<file path="config.mk">
export PLATFORM = sky130hd
export DESIGN_NAME = horizontal_fold_ctrl
export DESIGN_NICKNAME = d
export VERILOG_FILES = /design/src/rtl/horizontal_fold_ctrl.sv
export SDC_FILE = /design/constraint.sdc
export NUM_CORES = 1
export LEC_CHECK = 0
export ABC_AREA = 1
export BUFFER_PORTS_ARGS = -buffer_cell sky130_fd_sc_hd__clkbuf_2
export CAP_MARGIN = 20
export CORE_MARGIN = 3
export CORE_UTILIZATION = 37
export DETAILED_ROUTE_END_ITERATION = 12
export GPL_ROUTABILITY_DRIVEN = 0
export SLEW_MARGIN = 20
export SYNTH_ARGS = -nofsm -noshare
export SYNTH_HDL_FRONTEND = slang
export SYNTH_SLANG_ARGS = --single-unit
export TNS_END_PERCENT = 10
</file>
<file path="constraint.sdc">
create_clock -name clk -period 2.3 [get_ports clk]
set_input_delay 0.23 -clock clk [delete_from_list [all_inputs] [get_ports clk]]
set_output_delay 0.23 -clock clk [all_outputs]
set_load 0.005 [all_outputs]
</file>
<file path="src/rtl/horizontal_fold_ctrl.sv">
// horizontal_fold_ctrl: sequencer for the vec4 -> scalar horizontal_fold unit.
// Each vec4 makes three passes through one pipelined fp_add. Up to STAGES
// vectors are interleaved through a ring of slots.
// The optional perf counters are enabled by defining HFOLD_CTRL_PERF_EN.

module horizontal_fold_ctrl #(
    parameter int STAGES = 4,
    parameter int TAG_W  = 4
) (
    input  logic             clk,
    input  logic             rst,
    input  logic             in_valid,
    output logic             in_ready,
    input  logic [TAG_W-1:0] in_tag,
    output logic             fold_stall,
    output logic             fold_fb,
    output logic             fold_fb_last,
    output logic             out_valid,
    input  logic             out_ready,
    output logic [TAG_W-1:0] out_tag
`ifdef HFOLD_CTRL_PERF_EN
    ,
    output logic [31:0]      perf_folds,
    output logic [31:0]      perf_stalls
`endif
);

    localparam int PTR_W = (STAGES > 1) ? $clog2(STAGES) : 1;

    // FREE: empty. P1: waiting for the +v2 pass. P2: waiting for +v3.
    // P3: final sum is on the adder output this cycle.
    typedef enum logic [1:0] {FREE, P1, P2, P3} phase_e;

    logic [PTR_W-1:0] ptr_q, ptr_d;
    phase_e           phase_q [STAGES];
    phase_e           phase_d [STAGES];
    logic [TAG_W-1:0] tag_q   [STAGES];
    logic [TAG_W-1:0] tag_d   [STAGES];
    logic             out_valid_q, out_valid_d;
    logic [TAG_W-1:0] out_tag_q, out_tag_d;
    phase_e           head_phase;
    logic             head_free;

    assign head_phase = phase_q[ptr_q];
    // A P3 head retires this cycle, so it can take a new vector immediately.
    assign head_free  = (head_phase == FREE) || (head_phase == P3);

    // Handshake and fold control decode for the head slot, plus next state.
    always_comb begin
        ptr_d       = ptr_q;
        phase_d     = phase_q;
        tag_d       = tag_q;
        out_valid_d = out_valid_q;
        out_tag_d   = out_tag_q;

        // Downstream back-pressure freezes the ring and the adder together.
        fold_stall   = ~rst & out_valid_q & ~out_ready;
        in_ready     = ~rst & ~fold_stall & head_free;
        fold_fb      = ~rst & ((head_phase == P1) || (head_phase == P2));
        fold_fb_last = ~rst & (head_phase == P2);

        if (!fold_stall) begin
            ptr_d = (ptr_q == PTR_W'(STAGES - 1)) ? '0 : ptr_q + PTR_W'(1);
            // Output register lines up with the fold's skid-registered q.
            out_valid_d = (head_phase == P3);
            out_tag_d   = tag_q[ptr_q];
            unique case (head_phase)
                P1:      phase_d[ptr_q] = P2;
                P2:      phase_d[ptr_q] = P3;
                default: begin
                    if (in_valid) begin
                        phase_d[ptr_q] = P1;
                        tag_d[ptr_q]   = in_tag;
                    end else begin
                        phase_d[ptr_q] = FREE;
                    end
                end
            endcase
        end
    end

    // Slot ring and output register; reset drops anything in flight.
    always_ff @(posedge clk) begin
        if (rst) begin
            ptr_q       <= '0;
            out_valid_q <= 1'b0;
            out_tag_q   <= '0;
            for (int i = 0; i < STAGES; i++) begin
                phase_q[i] <= FREE;
                tag_q[i]   <= '0;
            end
        end else begin
            ptr_q       <= ptr_d;
            out_valid_q <= out_valid_d;
            out_tag_q   <= out_tag_d;
            phase_q     <= phase_d;
            tag_q       <= tag_d;
        end
    end

    assign out_valid = out_valid_q;
    assign out_tag   = out_tag_q;

`ifdef HFOLD_CTRL_PERF_EN
    logic [31:0] perf_folds_q, perf_folds_d;
    logic [31:0] perf_stalls_q, perf_stalls_d;

    // Event counters; wrap naturally at 2^32.
    always_comb begin
        perf_folds_d  = perf_folds_q + {31'd0, out_valid_q & out_ready};
        perf_stalls_d = perf_stalls_q + {31'd0, fold_stall};
    end

    // Counter registers.
    always_ff @(posedge clk) begin
        if (rst) begin
            perf_folds_q  <= '0;
            perf_stalls_q <= '0;
        end else begin
            perf_folds_q  <= perf_folds_d;
            perf_stalls_q <= perf_stalls_d;
        end
    end

    assign perf_folds  = perf_folds_q;
    assign perf_stalls = perf_stalls_q;
`endif

endmodule

</file>
==> impl_metrics.tcl <==
set metrics [dict create \
    post-route-min-period_ns 2.102 \
    critical_path.reg2reg.startpoint "ptr_q[1]" \
    timing.max_slew.rel_slack_pct 76.44 \
    worst_min_delay_path_category "in -> reg" \
    timing_max_transition_violations_final 0 \
    route.vias.total 1602 \
    dieArea_mm2 0.005493 \
    register_area_um2 623.1 \
    drtIter0Drc 74 \
    worst_ir_drop_vdd_v 0.0007492 \
    post-route-worst-setup-slack_ns 0.1979 \
    grt_remaining_overflow 0 \
    floorplan.initialDensity_pct 38.89 \
    clock-root-buffer "sky130_fd_sc_hd__clkbuf_8" \
    ios 17 \
    first_pass_iters 4 \
    global_route_wire_length_before_repair_um 6755 \
    dpl_cell_area_mm2 0.001844 \
    clk_latency_ns 0.29 \
    final_nets 310 \
    cp-start-kind "register" \
    path_class "reg -> out" \
    grt_setup_unrepaired "no" \
    main_combinational_cell_family_by_area_after_synthesis "simple AND/OR/NAND/NOR gates" \
    tns_ns 0 \
    dpl.hpwl_um 2776 \
    pre_cts_slack_ns 0.1576 \
    synthDistinctLibCells 21 \
    setup-violations-final 0 \
    fmax_mhz 475.7 \
    reg2reg_to "tag_q[3]" \
    tightest_pin_transition_ns 0.3530 \
    clk_pin_slew_ns 0.07 \
    die-height_um 74.12 \
    grt_antenna_before_repair 0 \
    simple_gate_area_share_of_the_yosys_netlist_pct 35.64 \
    p_per_area_mw_per_mm2 1266 \
    cell_type_contributing_the_most_total_cell_area_after_synthesis "sky130_fd_sc_hd__dfxtp_1" \
    antenna_cells_inserted 0 \
    synthesis.instances 276 \
    die_width_um 74.12 \
    cts.htree.levels 2 \
    global_route.usage.total_pct 15.94 \
    netlist.area_leader.share_pct 36.15 \
    routedWlPerCell_um 11.20 \
    worst-r2r-cell-count 11 \
    endpoint_kind "output port" \
    synthFlopType "sky130_fd_sc_hd__dfxtp_1" \
    crit_chain "inv_2 > a21oi_1 > o21ai_0 > nand2_1 > inv_1 > ha_4 > inv_1 > nor3_1 > clkbuf_2" \
    tritoncts "yes" \
    cts_sinks 31 \
    standard_cell_with_the_maximum_stage_delay_on_the_critical_path "sky130_fd_sc_hd__dfxtp_2" \
    synth.mux.area_fraction_pct 0 \
    timing.critical_path.mode_cell "sky130_fd_sc_hd__inv_1" \
    synth_fa_ha_area_share_pct 5.102 \
    holdWs_ns 0.1733 \
    worst-path-max-fanout 7 \
    routed_wirelength_um 3897 \
    cell_depth_of_the_worst_min_delay_path 2 \
    post_route_cells_drive_above_1_share_pct 15.88 \
    rows 24 \
    synth_xor_area_share_pct 0 \
    clock_tree.buffer_depth 2 \
    detail_route.vias_per_cell 4.603 \
    areaGrowthSynthToFinish_pct 13.27 \
    synth.yosys.seq_area_share_pct 36.15 \
    worst_hold_startpoint "rst" \
    max_cap_violations 0 \
    multi_input_comb_area_um2 875.8 \
    regToRegSetupSlack_ns 0.38 \
    grt_max_degree 31 \
    place.port_buffers 16 \
    post-route-period-util_pct 91.39 \
    post_synth_most_frequent_cells "67 x sky130_fd_sc_hd__nand2_1, 61 x sky130_fd_sc_hd__nor2_1, 45 x sky130_fd_sc_hd__inv_1, 31 x sky130_fd_sc_hd__dfxtp_1, 26 x sky130_fd_sc_hd__o21ai_0" \
    detail-route-antenna-nets 0 \
    fill_cell_instance_count_of_the_final_layout 469 \
    hold_path_end "out_valid" \
    yosys-top-cells-area "sky130_fd_sc_hd__dfxtp_1 36%, sky130_fd_sc_hd__nand2_1 15%, sky130_fd_sc_hd__nor2_1 13%, sky130_fd_sc_hd__inv_1 9.8%, sky130_fd_sc_hd__o21ai_0 7.6%" \
    status "finished clean" \
    finalClockSkew_ns 0.007902 \
    post-route-drc-count 0 \
    critical_path_max_stage_delay_ns 0.39 \
    syn-mean-instance-area_um2 6.220 \
    cellLeakagePower_uw 0.0009942 \
    cts_made_buffers 5 \
    floorplan.core_area_mm2 0.004414 \
    synth_compound_area_share_pct 9.548 \
    yosys.cell_count.top_type "sky130_fd_sc_hd__nand2_1" \
    asyncSetResetFlopFracSynth_pct 0 \
    grt_pass1_vias 1454 \
    netlist_area_mm2 0.001717 \
    arrival_worst_endpoint_ns 1.87 \
    ys.warnings.count 0 \
    timing.critical_path.required_ns 2.07 \
    synthesis.nets 291 \
    ys_seq_elements 31 \
    hold_viol 0 \
    synth_enable_flop_cells 0 \
    post-route-cell-area_mm2 0.001944 \
]
## where the power goes
group,internal (uW),total (uW),switching (uW)
combinational,476,1250,777
sequential,687,782,94.9
clock,211,427,216
total,1370,2460,1090
## final cells by class
class / instances / area share (%)
tap: 52 / 3.346
clock inverter: 2 / 0.6435
multi-input combinational: 188 / 45.05
sequential: 31 / 32.05
clock buffer: 6 / 3.732
inverter: 50 / 9.910
timing repair buffer: 19 / 5.277
## critical path: cells and delay by family (launching register included)
| kind | cells | cell delay, ns |
|---|---|---|
| DFF | 1 | 0.39 |
| buffers and inverters | 4 | 0.39 |
| adders and majority gates | 1 | 0.33 |
| and+or+nand+nor | 2 | 0.28 |
| AOI/OAI and AO/OA | 2 | 0.20 |
## through the flow
| stage | util, % | power [uW] | std cells |
|---|---|---|---|
| 2_1_floorplan | - | 1684 | 276 |
| 3_3_place_gp | 41.78 | 1965 | 340 |
| 3_5_place_dp | 41.78 | 1967 | 340 |
| 4_1_cts | 43.79 | 2418 | 348 |
| 5_1_grt | 44.05 | 2707 | 348 |
| 6_report | 44.05 | 2462 | 348 |
## per-layer routing
| metal | routed length [um] | vias up | part of all wire, % | global-route usage, % |
|---|---|---|---|---|
| li1 | - | 860 | - | - |
| met1 | 1934 | 691 | 50 | 21.96 |
| met2 | 1673 | 43 | 43 | 23.92 |
| met3 | 212 | 8 | 5.4 | 3.784 |
| met4 | 76 | 0 | 2.0 | 6.439 |
| met5 | 0 | - | 0 | 0 |
## worst max-delay path by stage
stage	startpoint	endpoint	cells past startpoint
4_1_cts	ptr_q[0]	in_ready	7
6_report	ptr_q[1]	in_ready	9
5_1_grt	ptr_q[1]	in_ready	9
3_3_place_gp	ptr_q[0]	tag_q[2]	9
2_1_floorplan	ptr_q[1]	tag_q[0]	12
3_5_place_dp	ptr_q[1]	tag_q[3]	11
## what timing repair did
| action | in CTS | in global routing |
|---|---|---|
| hold buffers | 0 | 0 |
| gates resized for setup | 2 | 3 |
| setup buffers | 0 | 0 |
| setup endpoints to repair | 1 | 7 |
## placed cells by master, fill, tap and decap left out, drive strengths merged
cell type   n
nand2      72
nor2       66
inv        46
dfxtp      31
o21ai      27
clkbuf     22
nand3       9
ha          7
a21oi       5
clkinv      5
buf         3
nor3        1
nand4       1
clkinvlp    1
## cell families after synthesis
kind of cell,Yosys count
buffers and inverters,57
flip-flops,31
AO/OA/AOI/OAI,32
AND/OR/NAND/NOR,149
adder cells (fa/ha/maj),7
Note: power is estimated with default switching activity, not from simulation.
